$ cat config.mk
export PLATFORM = sky130hd
export DESIGN_NAME = multicycle_ctrl_flat
export DESIGN_NICKNAME = d
export VERILOG_FILES = /design/src/rtl/multicycle_ctrl_pkg.sv /design/src/rtl/multicycle_ctrl_if.sv /design/src/rtl/multicycle_ctrl_insn_decode.sv /design/src/rtl/multicycle_ctrl.sv /design/src/flat_wrapper.sv
export SDC_FILE = /design/constraint.sdc
export NUM_CORES = 1
export LEC_CHECK = 0
export CAP_MARGIN = 20
export CELL_PAD_IN_SITES_DETAIL_PLACEMENT = 0
export CELL_PAD_IN_SITES_GLOBAL_PLACEMENT = 1
export CORE_UTILIZATION = 27
export DETAILED_ROUTE_END_ITERATION = 12
export PLACE_DENSITY = 0.81
export SLEW_MARGIN = 20
export SYNTH_ARGS = -nofsm -noshare
export SYNTH_HDL_FRONTEND = slang
export SYNTH_SLANG_ARGS = --single-unit
$ cat constraint.sdc
create_clock -name clk -period 1.8 [get_ports clk]
set_input_delay 0.18 -clock clk [delete_from_list [all_inputs] [get_ports clk]]
set_output_delay 0.18 -clock clk [all_outputs]
set_load 0.01 [all_outputs]
$ cat src/rtl/multicycle_ctrl_pkg.sv
// Shared definitions for the multicycle MIPS-subset controller.
// Holds the FSM state encoding, the op/func field values the decoder
// recognises, the ALU operation codes, the PC source selects and the
// per-instruction class record passed from the decoder to the FSM.
// No ports; imported by the interface, the decoder and the top.
package multicycle_ctrl_pkg;

  localparam logic [4:0] RA_REG = 5'd31;
  localparam int         AW     = 4;

  typedef enum logic [2:0] {
    S_IF  = 3'd0,
    S_ID  = 3'd1,
    S_EX  = 3'd2,
    S_MEM = 3'd3,
    S_WB  = 3'd4
  } state_t;

  localparam logic [5:0] OP_RTYPE = 6'b000000;
  localparam logic [5:0] OP_ADDI  = 6'b001000;
  localparam logic [5:0] OP_ANDI  = 6'b001100;
  localparam logic [5:0] OP_ORI   = 6'b001101;
  localparam logic [5:0] OP_XORI  = 6'b001110;
  localparam logic [5:0] OP_LUI   = 6'b001111;
  localparam logic [5:0] OP_LW    = 6'b100011;
  localparam logic [5:0] OP_SW    = 6'b101011;
  localparam logic [5:0] OP_BEQ   = 6'b000100;
  localparam logic [5:0] OP_BNE   = 6'b000101;
  localparam logic [5:0] OP_J     = 6'b000010;
  localparam logic [5:0] OP_JAL   = 6'b000011;

  localparam logic [5:0] FN_ADD = 6'b100000;
  localparam logic [5:0] FN_SUB = 6'b100010;
  localparam logic [5:0] FN_AND = 6'b100100;
  localparam logic [5:0] FN_OR  = 6'b100101;
  localparam logic [5:0] FN_XOR = 6'b100110;
  localparam logic [5:0] FN_SLL = 6'b000000;
  localparam logic [5:0] FN_SRL = 6'b000010;
  localparam logic [5:0] FN_SRA = 6'b000011;
  localparam logic [5:0] FN_JR  = 6'b001000;

  localparam logic [AW-1:0] ALUC_ADD = 4'b0000;
  localparam logic [AW-1:0] ALUC_SUB = 4'b0100;
  localparam logic [AW-1:0] ALUC_AND = 4'b0001;
  localparam logic [AW-1:0] ALUC_OR  = 4'b0101;
  localparam logic [AW-1:0] ALUC_XOR = 4'b0010;
  localparam logic [AW-1:0] ALUC_LUI = 4'b0110;
  localparam logic [AW-1:0] ALUC_SLL = 4'b0011;
  localparam logic [AW-1:0] ALUC_SRL = 4'b0111;
  localparam logic [AW-1:0] ALUC_SRA = 4'b1111;

  localparam logic [1:0] PC_SEQ    = 2'b00;
  localparam logic [1:0] PC_BRANCH = 2'b01;
  localparam logic [1:0] PC_REG    = 2'b10;
  localparam logic [1:0] PC_JUMP   = 2'b11;

  // Instruction class plus the ALU-side controls, which depend only on
  // the instruction and not on the FSM state.
  typedef struct packed {
    logic          isRtype;
    logic          isIalu;
    logic          isLw;
    logic          isSw;
    logic          isBeq;
    logic          isBne;
    logic          isJ;
    logic          isJal;
    logic          isJr;
    logic          isIllegal;
    logic          aluimm;
    logic          sext;
    logic          shift;
    logic [AW-1:0] aluc;
  } insn_class_t;

endpackage

$ cat src/rtl/multicycle_ctrl_if.sv
// Control bus between the multicycle controller and the datapath.
// Instruction fields and memory handshakes flow datapath -> controller;
// the write enables, mux selects, ALU controls and debug state flow
// controller -> datapath.
//   master : controller side (drives the control outputs)
//   slave  : datapath side (drives op/func/rsrtequ/ready inputs)
interface multicycle_ctrl_if;
  import multicycle_ctrl_pkg::*;

  logic [5:0]    op;
  logic [5:0]    func;
  logic          rsrtequ;
  logic          imem_rdy;
  logic          dmem_rdy;

  logic          wpc;
  logic          wir;
  logic [1:0]    pcsrc;
  logic          aluimm;
  logic          sext;
  logic          shift;
  logic [AW-1:0] aluc;
  logic          regrt;
  logic          jal;
  logic          m2reg;
  logic          wreg;
  logic          wmem;
  logic          illegal;
  logic [2:0]    state;

  modport master (
    input  op, func, rsrtequ, imem_rdy, dmem_rdy,
    output wpc, wir, pcsrc, aluimm, sext, shift, aluc,
           regrt, jal, m2reg, wreg, wmem, illegal, state
  );

  modport slave (
    output op, func, rsrtequ, imem_rdy, dmem_rdy,
    input  wpc, wir, pcsrc, aluimm, sext, shift, aluc,
           regrt, jal, m2reg, wreg, wmem, illegal, state
  );

endinterface

$ cat src/rtl/multicycle_ctrl_insn_decode.sv
// Combinational instruction decoder for the multicycle controller.
// Turns the IR op/func fields into a class record (which instruction
// family this is, or illegal) together with the ALU controls.
//   i_op   : IR[31:26]
//   i_func : IR[5:0]
//   o_cls  : class flags plus aluimm/sext/shift/aluc
module multicycle_ctrl_insn_decode
  import multicycle_ctrl_pkg::*;
(
  input  logic [5:0]  i_op,
  input  logic [5:0]  i_func,
  output insn_class_t o_cls
);

  // Everything starts cleared with an add opcode, so each case arm only
  // has to raise the flags that belong to its instruction. Anything not
  // matched ends up flagged illegal with no class bit set, which keeps
  // the FSM from ever producing a write for it.
  always_comb begin
    o_cls      = '0;
    o_cls.aluc = ALUC_ADD;
    case (i_op)
      OP_RTYPE: begin
        o_cls.isRtype = 1'b1;
        case (i_func)
          FN_ADD: o_cls.aluc = ALUC_ADD;
          FN_SUB: o_cls.aluc = ALUC_SUB;
          FN_AND: o_cls.aluc = ALUC_AND;
          FN_OR:  o_cls.aluc = ALUC_OR;
          FN_XOR: o_cls.aluc = ALUC_XOR;
          FN_SLL: begin o_cls.aluc = ALUC_SLL; o_cls.shift = 1'b1; end
          FN_SRL: begin o_cls.aluc = ALUC_SRL; o_cls.shift = 1'b1; end
          FN_SRA: begin o_cls.aluc = ALUC_SRA; o_cls.shift = 1'b1; end
          FN_JR:  begin o_cls.isRtype = 1'b0; o_cls.isJr = 1'b1; end
          default: begin o_cls.isRtype = 1'b0; o_cls.isIllegal = 1'b1; end
        endcase
      end
      OP_ADDI: begin
        o_cls.isIalu = 1'b1; o_cls.aluimm = 1'b1; o_cls.sext = 1'b1;
        o_cls.aluc = ALUC_ADD;
      end
      OP_ANDI: begin o_cls.isIalu = 1'b1; o_cls.aluimm = 1'b1; o_cls.aluc = ALUC_AND; end
      OP_ORI:  begin o_cls.isIalu = 1'b1; o_cls.aluimm = 1'b1; o_cls.aluc = ALUC_OR;  end
      OP_XORI: begin o_cls.isIalu = 1'b1; o_cls.aluimm = 1'b1; o_cls.aluc = ALUC_XOR; end
      OP_LUI:  begin o_cls.isIalu = 1'b1; o_cls.aluimm = 1'b1; o_cls.aluc = ALUC_LUI; end
      OP_LW: begin
        o_cls.isLw = 1'b1; o_cls.aluimm = 1'b1; o_cls.sext = 1'b1;
        o_cls.aluc = ALUC_ADD;
      end
      OP_SW: begin
        o_cls.isSw = 1'b1; o_cls.aluimm = 1'b1; o_cls.sext = 1'b1;
        o_cls.aluc = ALUC_ADD;
      end
      OP_BEQ:  begin o_cls.isBeq = 1'b1; o_cls.sext = 1'b1; o_cls.aluc = ALUC_SUB; end
      OP_BNE:  begin o_cls.isBne = 1'b1; o_cls.sext = 1'b1; o_cls.aluc = ALUC_SUB; end
      OP_J:    o_cls.isJ = 1'b1;
      OP_JAL:  o_cls.isJal = 1'b1;
      default: o_cls.isIllegal = 1'b1;
    endcase
  end

endmodule

$ cat src/rtl/multicycle_ctrl.sv
// Multicycle control FSM for the MIPS-subset CPU. Steps each
// instruction through IF/ID/EX/MEM/WB, waiting in IF for the
// instruction memory and in MEM for the data memory.
//   clk  : rising-edge clock
//   clrn : synchronous active-low reset
//   bus  : control interface (master side), see multicycle_ctrl_if
module multicycle_ctrl
  import multicycle_ctrl_pkg::*;
(
  input  logic               clk,
  input  logic               clrn,
  multicycle_ctrl_if.master  bus
);

  state_t        r_state;
  state_t        w_next;
  insn_class_t   w_cls;

  logic          w_wpc;
  logic          w_wir;
  logic [1:0]    w_pcsrc;
  logic          w_aluimm;
  logic          w_sext;
  logic          w_shift;
  logic [AW-1:0] w_aluc;
  logic          w_regrt;
  logic          w_jal;
  logic          w_m2reg;
  logic          w_wreg;
  logic          w_wmem;
  logic          w_illegal;
  logic          w_taken;

  multicycle_ctrl_insn_decode u_decode (
    .i_op   (bus.op),
    .i_func (bus.func),
    .o_cls  (w_cls)
  );

  // State register. Reset always returns to fetch; whatever write the
  // interrupted instruction still owed is simply never issued.
  always_ff @(posedge clk) begin
    if (!clrn) r_state <= S_IF;
    else       r_state <= w_next;
  end

  assign w_taken = (w_cls.isBeq & bus.rsrtequ) | (w_cls.isBne & ~bus.rsrtequ);

  // Next-state and output decode. Only one write-type event happens per
  // state, and the ready-gated states issue nothing while waiting. The
  // ALU controls are driven from EX onward so they stay stable for the
  // whole execute/memory/write-back span of the same instruction.
  always_comb begin
    w_next    = r_state;
    w_wpc     = 1'b0;
    w_wir     = 1'b0;
    w_pcsrc   = PC_SEQ;
    w_aluimm  = 1'b0;
    w_sext    = 1'b0;
    w_shift   = 1'b0;
    w_aluc    = ALUC_ADD;
    w_regrt   = 1'b0;
    w_jal     = 1'b0;
    w_m2reg   = 1'b0;
    w_wreg    = 1'b0;
    w_wmem    = 1'b0;
    w_illegal = 1'b0;

    if (r_state == S_EX || r_state == S_MEM || r_state == S_WB) begin
      w_aluimm = w_cls.aluimm;
      w_sext   = w_cls.sext;
      w_shift  = w_cls.shift;
      w_aluc   = w_cls.aluc;
    end

    case (r_state)
      S_IF: begin
        w_wir = bus.imem_rdy;
        w_wpc = bus.imem_rdy;
        if (bus.imem_rdy) w_next = S_ID;
      end
      S_ID: begin
        if (w_cls.isIllegal) begin
          w_illegal = 1'b1;
          w_next    = S_IF;
        end else if (w_cls.isJ) begin
          w_wpc   = 1'b1;
          w_pcsrc = PC_JUMP;
          w_next  = S_IF;
        end else begin
          w_next = S_EX;
        end
      end
      S_EX: begin
        if (w_cls.isBeq | w_cls.isBne) begin
          w_wpc   = w_taken;
          w_pcsrc = w_taken ? PC_BRANCH : PC_SEQ;
          w_next  = S_IF;
        end else if (w_cls.isJr) begin
          w_wpc   = 1'b1;
          w_pcsrc = PC_REG;
          w_next  = S_IF;
        end else if (w_cls.isJal) begin
          w_wpc   = 1'b1;
          w_pcsrc = PC_JUMP;
          w_next  = S_WB;
        end else if (w_cls.isLw | w_cls.isSw) begin
          w_next = S_MEM;
        end else if (w_cls.isRtype | w_cls.isIalu) begin
          w_next = S_WB;
        end else begin
          w_next = S_IF;
        end
      end
      S_MEM: begin
        w_wmem = bus.dmem_rdy & w_cls.isSw;
        if (bus.dmem_rdy) w_next = w_cls.isLw ? S_WB : S_IF;
      end
      S_WB: begin
        w_wreg  = 1'b1;
        w_regrt = w_cls.isIalu | w_cls.isLw;
        w_m2reg = w_cls.isLw;
        w_jal   = w_cls.isJal;
        w_next  = S_IF;
      end
      default: w_next = S_IF;
    endcase

    if (!clrn) begin
      w_wpc     = 1'b0;
      w_wir     = 1'b0;
      w_wreg    = 1'b0;
      w_wmem    = 1'b0;
      w_illegal = 1'b0;
    end
  end

  assign bus.wpc     = w_wpc;
  assign bus.wir     = w_wir;
  assign bus.pcsrc   = w_pcsrc;
  assign bus.aluimm  = w_aluimm;
  assign bus.sext    = w_sext;
  assign bus.shift   = w_shift;
  assign bus.aluc    = w_aluc;
  assign bus.regrt   = w_regrt;
  assign bus.jal     = w_jal;
  assign bus.m2reg   = w_m2reg;
  assign bus.wreg    = w_wreg;
  assign bus.wmem    = w_wmem;
  assign bus.illegal = w_illegal;
  assign bus.state   = r_state;

endmodule

$ cat src/flat_wrapper.sv
// flat-port wrapper written by rule: the top's interface ports become plain ports
module multicycle_ctrl_flat import multicycle_ctrl_pkg::*;
  (clk, clrn, bus_op, bus_func, bus_rsrtequ, bus_imem_rdy, bus_dmem_rdy, bus_wpc, bus_wir, bus_pcsrc, bus_aluimm, bus_sext, bus_shift, bus_aluc, bus_regrt, bus_jal, bus_m2reg, bus_wreg, bus_wmem, bus_illegal, bus_state);
  multicycle_ctrl_if bus_i ();
  input  logic clk;
  input  logic clrn;
  input wire logic [$bits(bus_i.op)-1:0] bus_op;
  input wire logic [$bits(bus_i.func)-1:0] bus_func;
  input wire logic [$bits(bus_i.rsrtequ)-1:0] bus_rsrtequ;
  input wire logic [$bits(bus_i.imem_rdy)-1:0] bus_imem_rdy;
  input wire logic [$bits(bus_i.dmem_rdy)-1:0] bus_dmem_rdy;
  output wire logic [$bits(bus_i.wpc)-1:0] bus_wpc;
  output wire logic [$bits(bus_i.wir)-1:0] bus_wir;
  output wire logic [$bits(bus_i.pcsrc)-1:0] bus_pcsrc;
  output wire logic [$bits(bus_i.aluimm)-1:0] bus_aluimm;
  output wire logic [$bits(bus_i.sext)-1:0] bus_sext;
  output wire logic [$bits(bus_i.shift)-1:0] bus_shift;
  output wire logic [$bits(bus_i.aluc)-1:0] bus_aluc;
  output wire logic [$bits(bus_i.regrt)-1:0] bus_regrt;
  output wire logic [$bits(bus_i.jal)-1:0] bus_jal;
  output wire logic [$bits(bus_i.m2reg)-1:0] bus_m2reg;
  output wire logic [$bits(bus_i.wreg)-1:0] bus_wreg;
  output wire logic [$bits(bus_i.wmem)-1:0] bus_wmem;
  output wire logic [$bits(bus_i.illegal)-1:0] bus_illegal;
  output wire logic [$bits(bus_i.state)-1:0] bus_state;
  assign bus_i.op = bus_op;
  assign bus_i.func = bus_func;
  assign bus_i.rsrtequ = bus_rsrtequ;
  assign bus_i.imem_rdy = bus_imem_rdy;
  assign bus_i.dmem_rdy = bus_dmem_rdy;
  assign bus_wpc = bus_i.wpc;
  assign bus_wir = bus_i.wir;
  assign bus_pcsrc = bus_i.pcsrc;
  assign bus_aluimm = bus_i.aluimm;
  assign bus_sext = bus_i.sext;
  assign bus_shift = bus_i.shift;
  assign bus_aluc = bus_i.aluc;
  assign bus_regrt = bus_i.regrt;
  assign bus_jal = bus_i.jal;
  assign bus_m2reg = bus_i.m2reg;
  assign bus_wreg = bus_i.wreg;
  assign bus_wmem = bus_i.wmem;
  assign bus_illegal = bus_i.illegal;
  assign bus_state = bus_i.state;
  multicycle_ctrl u_core (.clk(clk), .clrn(clrn), .bus(bus_i));
endmodule
==> impl_metrics.toml <==
[grt]
grt-busiest-layer = "met2"
antenna_found_initial = 0
grt_use_met1_pct = 21.7
grt_pass1_vias = 1092
grt_pass1_wl_mm = 4.71
grt_use_total_pct = 18.7
grt_max_degree = 8
grtUsageMet3_pct = 4.22
gr-usage-met2_pct = 35.1
grt_overflow_total = 0

[yosys]
synth-seq-cells = 3
synth_fp_nets = 129
syn_avg_cell_area_sq_um = 6.92
ys_seq_area_share_pct = 7.75
synth.largest_area_cell = "dfxtp_1"
synth_edf_count = 0
synth_cell_type_count = 51
syn-cell-area_sq_um = 774
synth_top_area_share_pct = 7.75
ys_warn_count = 0
synthArstFlopShare_pct = 0
ys.flop_type = "dfxtp_1"
synthTopCellsByArea = "dfxtp_1 7.8%, nand2_1 6.3%, nor2_1 6.3%, nor3b_1 4.8%, a21oi_1 4.5%"
synthCells = 112

[outcome]
outcome = "complete, no violations"

[placement]
routabilityCongestion = 0.820
io_buffers = 36
dp.cells = 221
dp_hpwl_mm = 2.32
dpl_cell_area_sq_mm = 0.00149

[timing]
fin_skew_ns = 0.00135
clock.fmax_mhz = 563
worst_slew_pin_slew_ns = 0.375
max_slew_margin_pct = 74.7
min_period_ns = 1.78
hold_violations = 0
finalSetupViolations = 0
rsz0062_at_grt = "true"
slew_viol_final = 0
fin_crit_sh_pct = 98.7

[layout]
design_area_sq_mm = 0.00161
syn_to_final_growth_pct = 107
drive_gt1_share_pct = 53.0
antenna_cells = 0
final_nets = 216
finalNonFillerCells = 229
largest_register_ffs = 3

[die]
die_x_um = 55.6
row_count = 19
io_pins = 37
core_sq_mm = 0.00273
die_h_um = 55.6
die_area_sq_mm = 0.00309
start_util_pct = 28.3

[routing]
wl_per_cell_um = 13.0
drc = 0
detail-route-antenna-nets = 0
drt_iter0_drc = 30
drt-total-wl_mm = 2.97
routed_via_density = 5.08
num_vias = 1163
drtPass1Iterations = 4

[job]
cap_viol_max_count = 0

[pwr]
power.density_mw_per_mm2 = 255
leakage_nw = 0.736
peakVddDrop_v = 0.000339

[clock_tree]
cts_buffers = 3
cts_buffer_depth = 2
ctsHoldBuffers = 0
clk_latency_ns = 0.23
cts_tree = "done"
clock_sinks = 3
htreeDepth = 1
clk_pin_slew_ns = 0.04
root_buffer = "clkbuf_4"

[hold_path]
hold_path.class = "in2reg"

[critical_path]
critPathKind = "reg2out"
critPathRequiredTime_ns = 1.62
start_kind = "flop"
endpoint_kind = "output port"
path_max_fanout = 5
worstPathArrival_ns = 1.60
synthesized netlist by cell type (all sizes together) (2+ instances only):
| cell type | n |
|---|---|
| a21oi | 7 |
| a22oi | 2 |
| and2 | 2 |
| and2b | 2 |
| and3 | 3 |
| buf | 5 |
| dfxtp | 3 |
| inv | 3 |
| nand2 | 13 |
| nand2b | 2 |
| nand3 | 4 |
| nor2 | 13 |
| nor2b | 5 |
| nor3 | 3 |
| nor3b | 6 |
| nor4 | 3 |
| o211ai | 2 |
| o21ai | 4 |
| o41ai | 2 |
| or2 | 2 |
| or3 | 2 |
| or3b | 2 |
layout by cell type, fill, tap and decap left out, drive strengths merged, types with 3 or more instances in the layout:
master / instances
nor2b: 5
dlygate4sd2: 9
dfxtp: 3
clkbuf: 7
clkdlybuf4s15: 3
clkdlybuf4s50: 7
inv: 3
nor3: 3
buf: 64
a21oi: 7
nand2: 13
nor2: 13
nand3: 4
o21ai: 4
nor3b: 6
and3: 3
nor4: 3
worst max-delay path: stages (launching register included):
cell     delay, ns
dfxtp_2       0.33
or3b_4        0.40
and2_4        0.17
nor4_4        0.28
buf_2         0.17
metrics by stage:
stage / total power [mW] / TNS [ns] / hold slack [ns] / setup WS [ns] / util (%)
2_1_floorplan: 0.151 / 0 / 0.289 / 0.0133 / -
3_3_place_gp: 0.272 / -7.44 / 0.745 / -0.597 / 54.4
3_5_place_dp: 0.275 / -7.56 / 0.754 / -0.621 / 54.4
4_1_cts: 0.407 / 0 / 0.628 / 0.00119 / 57.9
5_1_grt: 0.436 / -0.0319 / 0.673 / -0.0319 / 58.7
6_report: 0.410 / 0 / 0.639 / 0.0239 / 58.7
area by class of cell:
type,instances,area [sq um]
fill,271,1130
tap,31,38.8
inverter,3,11.3
sequential,3,63.8
multi-input combinational,100,787
clock buffer,4,26.3
timing repair buffer,88,678
power by group:
group          internal (mW)  switching, mW  leakage [nW]
sequential            0.0690        0.00224        0.0258
combinational          0.120         0.0985         0.695
clock                 0.0832         0.0372        0.0150
path summary, 6_finish.rpt:
| kind | from | to | slack [ns] | cells past startpoint |
|---|---|---|---|---|
| worst max-delay path | u_core.bus.state[0]$_SDFFE_PN0P_ | bus_shift | 0.02 | 4 |
| worst min register to register | u_core.bus.state[2]$_SDFFE_PN0P_ | u_core.bus.state[2]$_SDFFE_PN0P_ | 0.72 | 3 |
| worst max register to register | u_core.bus.state[2]$_SDFFE_PN0P_ | u_core.bus.state[0]$_SDFFE_PN0P_ | 0.26 | 7 |
| worst min-delay path | bus_imem_rdy | u_core.bus.state[0]$_SDFFE_PN0P_ | 0.64 | 3 |
layer usage:
layer,wire length [um],part of all wire [%]
met5,0,0
met4,7,0.24
met3,147,4.9
met2,1540,52
met1,1280,43
cells by family (layout without fill, tap and decap cells):
group,count (synthesis),in the layout,synth area share (%)
simple gates,68,68,51.9
compound gates,30,30,30.5
buf+inv,9,95,7.43
xor+xnor,1,1,1.13
flops,3,3,7.75
mux,1,1,1.29
repair_timing:
| action | CTS | global route |
|---|---|---|
| pin swaps | 8 | 8 |
| cloned | 0 | 0 |
| gates resized for setup | 92 | 19 |
| setup endpoints to repair | 17 | 8 |
| buffers inserted | 4 | 0 |
Note: power is estimated with default switching activity, not from simulation.
